===== src/rtl/otter_arb_pkg.sv =====
// Shared types and constants for the IF/MEM memory port arbiter.
package otter_arb_pkg;

  typedef enum logic [1:0] {
    IDLE    = 2'd0,
    GNT_IF  = 2'd1,
    GNT_MEM = 2'd2
  } arb_state_t;

  localparam logic MUX_SEL_IF  = 1'b0;
  localparam logic MUX_SEL_MEM = 1'b1;

endpackage


===== src/rtl/arb_sat_counter.sv =====
// Saturating up-counter with synchronous clear; clear wins over increment.
module arb_sat_counter #(
  parameter int unsigned MAX = 1,
  localparam int unsigned W  = $clog2(MAX + 1)
) (
  input  logic         CLK,
  input  logic         RST,
  input  logic         clr,
  input  logic         inc,
  output logic [W-1:0] cnt,
  output logic         at_max
);

  assign at_max = (cnt == W'(MAX));

  // Count register: holds at MAX instead of wrapping.
  always_ff @(posedge CLK) begin
    if (RST) begin
      cnt <= '0;
    end else if (clr) begin
      cnt <= '0;
    end else if (inc && !at_max) begin
      cnt <= cnt + W'(1);
    end
  end

endmodule


===== src/rtl/mem_port_arbiter.sv =====
// Arbitrates the shared single-port memory bus between IF (0) and MEM (1).
// MEM wins contended decisions unless IF has already lost MAX_STARVE of them.
module mem_port_arbiter
  import otter_arb_pkg::*;
#(
  parameter int unsigned MAX_STARVE = 2,
  parameter int unsigned TIMEOUT    = 16
) (
  input  logic CLK,
  input  logic RST,
  input  logic if_req,
  input  logic mem_req,
  input  logic mem_we,
  input  logic bus_ack,
  output logic if_gnt,
  output logic mem_gnt,
  output logic if_done,
  output logic mem_done,
  output logic mux_sel,
  output logic bus_req,
  output logic bus_we,
  output logic arb_err
);

  localparam int unsigned ST_W = $clog2(MAX_STARVE + 1);
  localparam int unsigned TO_W = $clog2(TIMEOUT);

  arb_state_t state, state_d;

  logic            starve_clr, starve_inc, starve_at_max, starve_win;
  logic            to_clr, to_inc, to_at_max, timeout;
  logic [ST_W-1:0] starve_cnt;
  logic [TO_W-1:0] to_cnt;

  // Counts contended decisions IF has lost since its last grant.
  arb_sat_counter #(.MAX(MAX_STARVE)) u_starve_cnt (
    .CLK    (CLK),
    .RST    (RST),
    .clr    (starve_clr),
    .inc    (starve_inc),
    .cnt    (starve_cnt),
    .at_max (starve_at_max)
  );

  // Counts cycles spent in the current grant waiting for bus_ack.
  arb_sat_counter #(.MAX(TIMEOUT - 1)) u_to_cnt (
    .CLK    (CLK),
    .RST    (RST),
    .clr    (to_clr),
    .inc    (to_inc),
    .cnt    (to_cnt),
    .at_max (to_at_max)
  );

  assign starve_win = (starve_cnt == ST_W'(MAX_STARVE));
  assign timeout    = (to_cnt == TO_W'(TIMEOUT - 1));

  // State register.
  always_ff @(posedge CLK) begin
    if (RST) begin
      state <= IDLE;
    end else begin
      state <= state_d;
    end
  end

  // Next-state decode, counter control and completion/abort pulses.
  always_comb begin
    state_d    = state;
    if_done    = 1'b0;
    mem_done   = 1'b0;
    arb_err    = 1'b0;
    starve_clr = 1'b0;
    starve_inc = 1'b0;
    to_clr     = 1'b0;
    to_inc     = 1'b0;
    case (state)
      IDLE: begin
        to_clr = 1'b1;
        if (if_req && !mem_req) begin
          state_d    = GNT_IF;
          starve_clr = 1'b1;
        end else if (mem_req && !if_req) begin
          state_d = GNT_MEM;
        end else if (if_req && mem_req) begin
          if (starve_win) begin
            state_d    = GNT_IF;
            starve_clr = 1'b1;
          end else begin
            state_d    = GNT_MEM;
            starve_inc = !starve_at_max;
          end
        end
      end
      GNT_IF: begin
        to_inc = !to_at_max;
        if (bus_ack) begin
          state_d = IDLE;
          if_done = !RST;
        end else if (timeout) begin
          state_d = IDLE;
          arb_err = !RST;
        end
      end
      GNT_MEM: begin
        to_inc = !to_at_max;
        if (bus_ack) begin
          state_d  = IDLE;
          mem_done = !RST;
        end else if (timeout) begin
          state_d = IDLE;
          arb_err = !RST;
        end
      end
      default: begin
        state_d = IDLE;
      end
    endcase
  end

  // Grant-phase outputs; bus_we captures mem_we at the MEM decision and holds.
  always_ff @(posedge CLK) begin
    if (RST) begin
      if_gnt  <= 1'b0;
      mem_gnt <= 1'b0;
      bus_req <= 1'b0;
      mux_sel <= MUX_SEL_IF;
      bus_we  <= 1'b0;
    end else begin
      if_gnt  <= (state_d == GNT_IF);
      mem_gnt <= (state_d == GNT_MEM);
      bus_req <= (state_d != IDLE);
      mux_sel <= (state_d == GNT_MEM) ? MUX_SEL_MEM : MUX_SEL_IF;
      bus_we  <= (state_d == GNT_MEM) && ((state == IDLE) ? mem_we : bus_we);
    end
  end

endmodule


===== config.mk =====
export PLATFORM = sky130hd
export DESIGN_NAME = mem_port_arbiter
export DESIGN_NICKNAME = d
export VERILOG_FILES = /design/src/rtl/otter_arb_pkg.sv /design/src/rtl/arb_sat_counter.sv /design/src/rtl/mem_port_arbiter.sv
export SDC_FILE = /design/constraint.sdc
export NUM_CORES = 1
export LEC_CHECK = 0
export ABC_AREA = 1
export CELL_PAD_IN_SITES_DETAIL_PLACEMENT = 0
export CELL_PAD_IN_SITES_GLOBAL_PLACEMENT = 1
export CORE_MARGIN = 2
export CORE_UTILIZATION = 34
export DETAILED_ROUTE_END_ITERATION = 10
export PLACE_DENSITY = 0.76
export SLEW_MARGIN = 10
export SYNTH_ARGS = -nofsm -noshare
export SYNTH_HDL_FRONTEND = slang
export SYNTH_SLANG_ARGS = --single-unit
export TNS_END_PERCENT = 20

===== constraint.sdc =====
create_clock -name CLK -period 1.9 [get_ports CLK]
set_clock_uncertainty 0.15 [all_clocks]
set_input_delay 0.19 -clock CLK [delete_from_list [all_inputs] [get_ports CLK]]
set_output_delay 0.19 -clock CLK [all_outputs]
set_load 0.1 [all_outputs]

==> impl_metrics.json <==
{
  "status": "complete, no violations",
  "firstDrtPassIters": 3,
  "die_x_um": 47.6,
  "crit_slowest_cell": "dfxtp_2",
  "setup_viol_count_final": 0,
  "antenna_found_initial": 0,
  "fin_crit_ps": 1820,
  "clock_latency_ps": 280,
  "globalplace.congestion": 0.677,
  "comb_power_share_pct": 28.8,
  "timing.max_cap.violations": 0,
  "ys_seq_area_share_pct": 37.2,
  "syn_inst": 86,
  "p_int_w": 0.000439,
  "yosysWarnings": 0,
  "sw_frac_of_total_pct": 35.8,
  "ios": 14,
  "finalHoldViolations": 0,
  "syn-num-nets": 99,
  "dieArea_um2": 2260,
  "worst_slew_pin_slew_ps": 280,
  "vias": 565,
  "utilization_pct": 48.9,
  "dieHeight_um": 47.6,
  "fmax_mhz": 548,
  "worstPathRequired_ps": 1560,
  "clockBufferDepth": 2,
  "grt_pass1_vias": 492,
  "synth_seq_cells": 12,
  "drcViolationCount": 0,
  "synth_area_per_cell_um2": 7.51,
  "startpoint_type": "flop",
  "clock-sinks": 12,
  "path_max_fanout": 5,
  "crit_family": "flip-flops",
  "place_hpwl_um": 958,
  "crit_chain": "inv_1 -> ha_1 -> nand3_1 -> nor2_4 -> buf_12",
  "clk_pin_slew_ps": 80,
  "path_class": "reg -> out",
  "p_switching_w": 0.000245,
  "cts_root_buffer": "clkbuf_4",
  "drive_gt1_share_pct": 21.6,
  "hp-class": "reg -> reg",
  "p_leak_nw": 0.416,
  "rsz0062_at_grt": "false",
  "syn_area_um2": 646,
  "seqPwrFrac_pct": 40.6,
  "grt_usage_pct": 12.8,
  "num_antenna_cells": 0,
  "postCtsHoldBufs": 0,
  "ant_nets": 0,
  "cts_buffers": 3,
  "cts_tree": "yes",
  "power_w": 0.000684,
  "endpoint_kind": "primary output",
  "grt_max_degree": 8,
  "fillers": 194,
  "core_area_um2": 1760,
  "synth.distinct_cells": 19,
  "grt_overflow": 0,
  "avgRoutedWirePerCell_um": 9.59,
  "htree_levels": 1,
  "vias_per_cell": 4.45,
  "cp.arrival_ps": 1480,
  "ir_drop_uv": 460,
  "clockPowerShare_pct": 30.7,
  "layout.nets": 116,
  "grt_pass1_wl_um": 1940,
  "tns_ps": 0,
  "finalWirelength_um": 1220,
  "area_growth_syn_to_layout_pct": 33.7,
  "min_period_over_period_pct": 96.0,
  "initial_core_util_pct": 36.6,
  "slew_viol_final": 0,
  "timing.slew.headroom_pct": 81.5,
  "p_per_area_nw_per_um2": 792,
  "post_cts_buffers": 0,
  "cpPeakStageDelay_ps": 380,
  "port_buffers": 13,
  "rows": 15,
  "hold_ws_ps": 315,
  "critPathBufInv": 2,
  "drt_iter0_drc": 9
}
==> cell type report <==
class	count	area, µm²	area share (%)
Clock buffer	4	36.3	4.20
Inverter	15	56.3	6.52
Multi-Input combinational cell	58	349	40.4
Sequential cell	12	243	28.1
Tap cell	25	31.3	3.62
Timing Repair Buffer	13	148	17.1
==> synth_stat cells <==
master    count  area (µm²)
nand3_2       2        20.0
a21boi_1      1        7.51
mux2i_1       1        10.0
nand3_1       6        30.0
nand2_2       1        6.26
nand4_1       3        18.8
nor2_1        9        33.8
inv_2         3        11.3
o21ai_0       2        10.0
a21oi_1       4        20.0
or2_0         1        6.26
xnor2_1       1        8.76
buf_4         1        7.51
nand2_1      17        63.8
ha_1          7        87.6
and3_1        2        12.5
dfxtp_1      12         240
inv_1        12        45.0
nor2_2        1        6.26
==> layout by cell type (no fill, tap or decap), types with 3 or more instances in the layout <==
cell / n
clkbuf_4: 3
ha_1: 7
nand2_1: 17
buf_4: 5
clkdlybuf4s50_1: 5
inv_1: 12
dfxtp_1: 10
nand3_1: 6
inv_2: 3
a21oi_1: 4
buf_12: 3
nand4_1: 3
nor2_1: 8
==> final timing paths <==
| path | from | slack (ps) | to | depth (start not counted) |
|---|---|---|---|---|
| setup reg to reg | state[0] | 340 | bus_req | 10 |
| setup / recovery | state[0] | 80 | arb_err | 5 |
| hold / removal | u_starve_cnt.cnt[0] | 320 | u_starve_cnt.cnt[0] | 2 |
| hold reg to reg | u_starve_cnt.cnt[0] | 320 | u_starve_cnt.cnt[0] | 2 |
==> power groups by stage <==
stage          clock network, W   logic, W  registers, W
2_1_floorplan                 0  0.0000967      0.000337
3_3_place_gp                  0   0.000197      0.000283
3_5_place_dp                  0   0.000197      0.000283
4_1_cts                0.000214   0.000199      0.000277
5_1_grt                0.000221   0.000214      0.000280
6_report               0.000210   0.000197      0.000277
==> worst register-to-register path: stages, from the launching register on <==
cell and delay, ps:
dfxtp_2 380, inv_1 70, ha_1 260, nand2_1 100, inv_2 50, nand2_1 70, nand2_1 70, nor2_2 140
inv_2 40, nand2_1 80, nand2_1 50
==> kinds of logic after synthesis <==
group           Yosys count  synth area share [%]
fa+ha+maj                 7                  13.6
xor+xnor                  1                  1.36
buf+inv                  16                  9.88
simple gates             42                  30.6
flops                    12                  37.2
compound gates            7                  5.81
mux                       1                  1.55
==> metrics by stage <==
step                      cell area, µm²  setup slack (ps)  instances
after floorplan                      653               204         86
after global placement               825               287        123
after detailed placement             825               266        123
after CTS                            862              22.3        127
after global routing                 863              6.40        127
final                                863              76.2        127
==> metal layers <==
layer  up-vias  wire length (µm)  share of wire, %  track usage, %
met2        10               535                44            18.1
met5         -                 0                 0               0
met3         5                51               4.2            3.77
met1       250               587                48            16.3
met4         0                44               3.6            9.73
li1        300                 -                 -               -
==> sequential cells by signal, summed over array words and instances, names as in the netlist <==
name,count
u_to_cnt.cnt,4
mem_gnt,1
u_starve_cnt.cnt,2
if_gnt,1
bus_we,1
bus_req,1
state,2
==> what timing repair did <==
item,4_1_cts,5_1_grt
hold endpoints to repair,0,0
endpoints found under the setup margin,1,1
gates resized for setup,1,1
No activity file was read; power rests on OpenSTA's default activity.
